<file path="src/rtl/sort_result_buffer_if.sv">
// Handshake bundle around sort_result_buffer.
// The upstream side carries done/in_valid/sorted/in_ready. The downstream side carries out_valid/out_ready/out_data/out_last.
interface sort_result_buffer_if;
  logic        done;
  logic        in_valid;
  logic        in_ready;
  logic [31:0] sorted;
  logic        out_valid;
  logic        out_ready;
  logic [31:0] out_data;
  logic        out_last;

  // The buffer's own view of the bundle.
  modport slave (
    input  done, in_valid, sorted, out_ready,
    output in_ready, out_valid, out_data, out_last
  );

  // The view of the surrounding logic that feeds and drains the buffer.
  modport master (
    output done, in_valid, sorted, out_ready,
    input  in_ready, out_valid, out_data, out_last
  );
endinterface

</file>
<file path="src/rtl/sort_result_buffer.sv">
// Captures a sorted word stream into a FIFO and replays it on valid/ready with a per-run last tag.
// Optional macro SORT_ORDER_CHECK_EN adds a sticky signed non-decreasing order check per run.
module sort_result_buffer #(
  parameter int SIZE  = 8,
  parameter int DEPTH = 8
) (
  input  logic                    clk,
  input  logic                    rst,
  input  logic                    clr,
  sort_result_buffer_if.slave     bus,
  output logic [$clog2(DEPTH):0]  count,
  output logic                    order_err
);

  localparam int AW = $clog2(DEPTH);
  localparam int RW = $clog2(SIZE);
  localparam logic [RW-1:0] RUN_LAST = RW'(SIZE - 1);

  logic [32:0]   mem_q [DEPTH];
  logic [AW:0]   wr_ptr_q, wr_ptr_d;
  logic [AW:0]   rd_ptr_q, rd_ptr_d;
  logic [RW-1:0] run_cnt_q, run_cnt_d;
  logic          full, empty, push, pop, tag;

  always_comb begin
    full  = (wr_ptr_q[AW] != rd_ptr_q[AW]) && (wr_ptr_q[AW-1:0] == rd_ptr_q[AW-1:0]);
    empty = (wr_ptr_q == rd_ptr_q);
    // A full FIFO refuses the word even while it pops in the same cycle.
    push  = bus.done && bus.in_valid && !full && !clr;
    pop   = !empty && bus.out_ready && !clr;
    tag   = (run_cnt_q == RUN_LAST);
  end

  always_comb begin
    wr_ptr_d  = wr_ptr_q;
    rd_ptr_d  = rd_ptr_q;
    run_cnt_d = run_cnt_q;
    if (clr) begin
      wr_ptr_d  = '0;
      rd_ptr_d  = '0;
      run_cnt_d = '0;
    end else begin
      if (push) begin
        wr_ptr_d  = wr_ptr_q + 1'b1;
        run_cnt_d = tag ? '0 : run_cnt_q + 1'b1;
      end
      if (pop) rd_ptr_d = rd_ptr_q + 1'b1;
    end
  end

  // NOTE: sequential state uses non-blocking assignments so every register samples pre-edge values.
  always_ff @(posedge clk or posedge rst) begin
    if (rst) begin
      wr_ptr_q  <= '0;
      rd_ptr_q  <= '0;
      run_cnt_q <= '0;
    end else begin
      wr_ptr_q  <= wr_ptr_d;
      rd_ptr_q  <= rd_ptr_d;
      run_cnt_q <= run_cnt_d;
    end
  end

  // NOTE: storage is deliberately not reset; the pointers alone define which entries are valid.
  always_ff @(posedge clk) begin
    if (push) mem_q[wr_ptr_q[AW-1:0]] <= {tag, bus.sorted};
  end

  assign count         = wr_ptr_q - rd_ptr_q;
  assign bus.in_ready  = !full;
  assign bus.out_valid = !empty;
  assign bus.out_data  = mem_q[rd_ptr_q[AW-1:0]][31:0];
  assign bus.out_last  = mem_q[rd_ptr_q[AW-1:0]][32];

`ifdef SORT_ORDER_CHECK_EN
  logic [31:0] prev_q, prev_d;
  logic        order_err_q, order_err_d;

  // The first word of a run is never compared, so run boundaries may step downward.
  always_comb begin
    prev_d      = push ? bus.sorted : prev_q;
    order_err_d = clr ? 1'b0
                : order_err_q | (push && (run_cnt_q != '0) &&
                                 ($signed(bus.sorted) < $signed(prev_q)));
  end

  always_ff @(posedge clk or posedge rst) begin
    if (rst) begin
      prev_q      <= '0;
      order_err_q <= 1'b0;
    end else begin
      prev_q      <= prev_d;
      order_err_q <= order_err_d;
    end
  end

  assign order_err = order_err_q;
`else
  assign order_err = 1'b0;
`endif

endmodule

</file>
<file path="src/flat_wrapper.sv">
// flat-port wrapper written by rule: the top's interface ports become plain ports
module sort_result_buffer_flat 
#(
  parameter int SIZE  = 8,
  parameter int DEPTH = 8
)
  (clk, rst, clr, count, order_err, bus_done, bus_in_valid, bus_sorted, bus_out_ready, bus_in_ready, bus_out_valid, bus_out_data, bus_out_last);
  sort_result_buffer_if bus_i ();
  input  logic clk;
  input  logic rst;
  input  logic clr;
  output logic [$clog2(DEPTH):0] count;
  output logic order_err;
  input wire logic [$bits(bus_i.done)-1:0] bus_done;
  input wire logic [$bits(bus_i.in_valid)-1:0] bus_in_valid;
  input wire logic [$bits(bus_i.sorted)-1:0] bus_sorted;
  input wire logic [$bits(bus_i.out_ready)-1:0] bus_out_ready;
  output wire logic [$bits(bus_i.in_ready)-1:0] bus_in_ready;
  output wire logic [$bits(bus_i.out_valid)-1:0] bus_out_valid;
  output wire logic [$bits(bus_i.out_data)-1:0] bus_out_data;
  output wire logic [$bits(bus_i.out_last)-1:0] bus_out_last;
  assign bus_i.done = bus_done;
  assign bus_i.in_valid = bus_in_valid;
  assign bus_i.sorted = bus_sorted;
  assign bus_i.out_ready = bus_out_ready;
  assign bus_in_ready = bus_i.in_ready;
  assign bus_out_valid = bus_i.out_valid;
  assign bus_out_data = bus_i.out_data;
  assign bus_out_last = bus_i.out_last;
  sort_result_buffer #(.SIZE(SIZE), .DEPTH(DEPTH)) u_core (.clk(clk), .rst(rst), .clr(clr), .bus(bus_i), .count(count), .order_err(order_err));
endmodule
</file>
<file path="config.mk">
export PLATFORM = sky130hd
export DESIGN_NAME = sort_result_buffer_flat
export DESIGN_NICKNAME = d
export VERILOG_FILES = /design/src/rtl/sort_result_buffer_if.sv /design/src/rtl/sort_result_buffer.sv /design/src/flat_wrapper.sv
export SDC_FILE = /design/constraint.sdc
export NUM_CORES = 1
export LEC_CHECK = 0
export CAP_MARGIN = 20
export CELL_PAD_IN_SITES_DETAIL_PLACEMENT = 0
export CELL_PAD_IN_SITES_GLOBAL_PLACEMENT = 1
export CORE_MARGIN = 5
export CORE_UTILIZATION = 55
export CTS_CLUSTER_DIAMETER = 200
export DETAILED_ROUTE_END_ITERATION = 10
export PLACE_DENSITY = 0.9
export SYNTH_ARGS = -nofsm -noshare
export SYNTH_HDL_FRONTEND = slang
export SYNTH_SLANG_ARGS = --single-unit
</file>
<file path="constraint.sdc">
create_clock -name clk -period 11.5 [get_ports clk]
set_input_delay 2.3 -clock clk [delete_from_list [all_inputs] [get_ports clk]]
set_output_delay 2.3 -clock clk [all_outputs]
set_load 0.01 [all_outputs]
</file>
==> flow_summary.yaml <==
floorplan:
  core_area_um2: 19300
  die-area_um2: 22400
  die_h_um: 150
  ios: 78
  start_util_pct: 55.4
  die-width_um: 150
  num_rows: 51
logic_synthesis:
  synth_common_cells: "edfxtp_1, nand2_1, mux4_2"
  yosysMostFrequentCell: "edfxtp_1"
  synth-simple-area-share_pct: 4.88
  synth_top_area_share_pct: 74.0
  yosys-top-cells-area: "edfxtp_1, mux4_2, nand2_1"
  synth_area_um2: 10700
  synth_top_family_by_area: "multiplexers"
  ys.warnings.count: 0
  synth.largest_area_cell: "edfxtp_1"
  ys_seq_area_share_pct: 76.5
  syn_area_per_cell_um2: 19.8
  synth-adder-area-share_pct: 1.00
  synth_ff_type: "edfxtp_1"
  synth_edf_count: 264
  ys_types: 35
  synthMuxAreaShare_pct: 14.2
  ys_ff_latch: 275
  synthArstFlopShare_pct: 4.00
  synthXorXnorAreaFrac_pct: 0.805
  synth_compound_area_share_pct: 0.677
  synthesis.instances: 541
  synth_nets: 587
worst_setup_path:
  required_ns: 9.20
  r2r_end: "u_core.mem_q[4][10]"
  crit_chain: "inv_1, ha_1, a21o_1, a21oi_1, xnor2_1, clkdlybuf4s50_1"
  crit_end: "count[3]"
  critical_path.max_stage_delay_ns: 1.12
  cp_num_cells: 6
  path_max_fanout: 71
  r2r_start: "u_core.rd_ptr_q[2]"
  crit_start: "u_core.rd_ptr_q[1]"
  cp-end-kind: "output port"
  critPathSlowestCell: "dfrtp_4"
  cp_top_family: "flip-flops"
  startpoint_type: "flop"
  cp.arrival_ns: 3.22
  crit_type: "reg2out"
  critical_path_buf_inv_count: 2
  reg2reg_depth: 7
  rrSetupSlack_ns: 7.62
global_routing:
  grt_antenna_before_repair: 1
  grt_pass1_vias: 5619
  track_usage_pct: 19.7
  grt_max_degree: 72
  grt_overflow: 0
  grt_pass1_wl_um: 33000
min_path:
  hp-class: "reg2reg"
timing:
  setup-tns-final_ns: 0
  relSlewSlack_pct: 29.7
  period_minus_slack_ns: 5.52
  clock_skew_ns: 0.0128
  max_freq_mhz: 181
  hold_viol: 0
  rsz0062_at_grt: "no"
  worstMarginPinSlew_ns: 1.05
  maxSlewViolCount: 0
  fin_crit_sh_pct: 48.0
  setup_viol: 0
clock_tree:
  clock-sinks: 275
  cts_resized: 0
  clockRootBuffer: "clkbuf_16"
  post-cts-setup-buffers: 0
  clock_latency_ns: 0.52
  numCtsBuffers: 26
  cts_tree: "built"
  clk_pin_slew_ns: 0.06
  clock_path_buffers: 3
  postCtsHoldBufs: 0
  h-tree-depth: 1
placement:
  dp_hpwl_um: 11600
  postPlaceCellArea_um2: 11800
  gp_congestion: 0.840
  portBuffers: 76
pwr:
  powerDensity_nw_per_um2: 170
  peakVddDrop_v: 0.000135
  p_leak_nw: 4.12
final_layout:
  nNetsFinal: 675
  final_layout_size_suffix_gt1_share_pct: 20.0
  syn_to_final_growth_pct: 17.7
  postLayoutCellArea_um2: 12600
  diodes: 0
drt:
  avgRoutedWirePerCell_um: 23.4
  drtIter0Drc: 401
  drtAntennaViolNets: 0
  wl_um: 21300
  dr_total_vias: 5203
  drt-pass1-iter-count: 5
  vias_per_cell: 5.69
  drc: 0
status:
  status: "finished, final reports clean"
job:
  cap_viol_max_count: 0
[per-layer routing]
metal | routed length [um] | track usage, % | vias up
li1 | - | - | 2294
met1 | 8520 | 26.3 | 2682
met2 | 11000 | 34.8 | 199
met3 | 1520 | 3.54 | 26
met4 | 333 | 3.62 | 2
met5 | 7 | 0 | -
[where the power goes]
group,internal (W),switching [W]
registers,0.00111,0.0000145
clock network,0.000449,0.000346
logic,0.000132,0.000101
[through the flow]
stage / power [W] / setup slack [ns] / cells / utilization, % / hold WS, ns
finish: 0.00215 / 5.98 / 914 / 65.2 / 0.539
global route: 0.00222 / 5.85 / 914 / 65.2 / 0.591
CTS: 0.00216 / 5.73 / 913 / 65.1 / 0.557
detailed placement: 0.00137 / 6.31 / 865 / 60.9 / 0.545
global placement: 0.00136 / 6.34 / 865 / 60.9 / 0.505
floorplan: 0.00129 / 5.94 / 541 / - / 0.490
[worst min path at each step]
stage	startpoint	to	cells past startpoint
after floorplan	u_core.run_cnt_q[1]	u_core.run_cnt_q[1]	2
after global placement	u_core.run_cnt_q[2]	u_core.run_cnt_q[2]	2
after detailed placement	u_core.run_cnt_q[2]	u_core.run_cnt_q[2]	2
after CTS	u_core.run_cnt_q[1]	u_core.run_cnt_q[1]	2
after global routing	u_core.run_cnt_q[1]	u_core.run_cnt_q[1]	2
final	u_core.run_cnt_q[1]	u_core.run_cnt_q[1]	2
[cell type report]
cell class	count	area [um2]
fill	1260	6720
timing repair buffer	87	863
multi-input combinational	231	2370
inverter	8	30.0
sequential	275	8210
tap	265	332
clock inverter	12	62.6
clock buffer	36	739
[tightest hold or removal path, delay by kind of cell, from the launching register on]
family        cells  cell delay, ns
flops             1            0.35
simple gates      1            0.08
mux               1            0.07
[logic make-up after synthesis]
kind of cell,Yosys count
multiplexers,70
other,1
XOR/XNOR,9
buffers and inverters,35
AO/OA/AOI/OAI,10
adder cells (fa/ha/maj),8
flip-flops,275
AND/OR/NAND/NOR,133
[state kept, by name, indices dropped and copies added, names as in the netlist]
register,flops
u_core.mem_q,264
u_core.run_cnt_q,3
u_core.rd_ptr_q,4
u_core.wr_ptr_q,4
[cell usage in the layout, fill, tap and decap left out, types with 2 or more instances in the layout]
master             n
dfrtp_4            2
clkdlybuf4s50_1   76
nand2_1          106
nor3_2             2
ha_1               7
a21oi_1            4
mux2i_1            4
clkinv_2           6
clkbuf_16         27
clkinv_4           2
mux4_2            66
clkbuf_1           6
nor2_4             6
dfrtp_1            8
xnor2_1            7
nand3_1            3
buf_4             10
inv_1              7
clkbuf_8           3
nor2_1            11
clkinv_1           5
edfxtp_1         264
(Power assumes the default switching activity.)
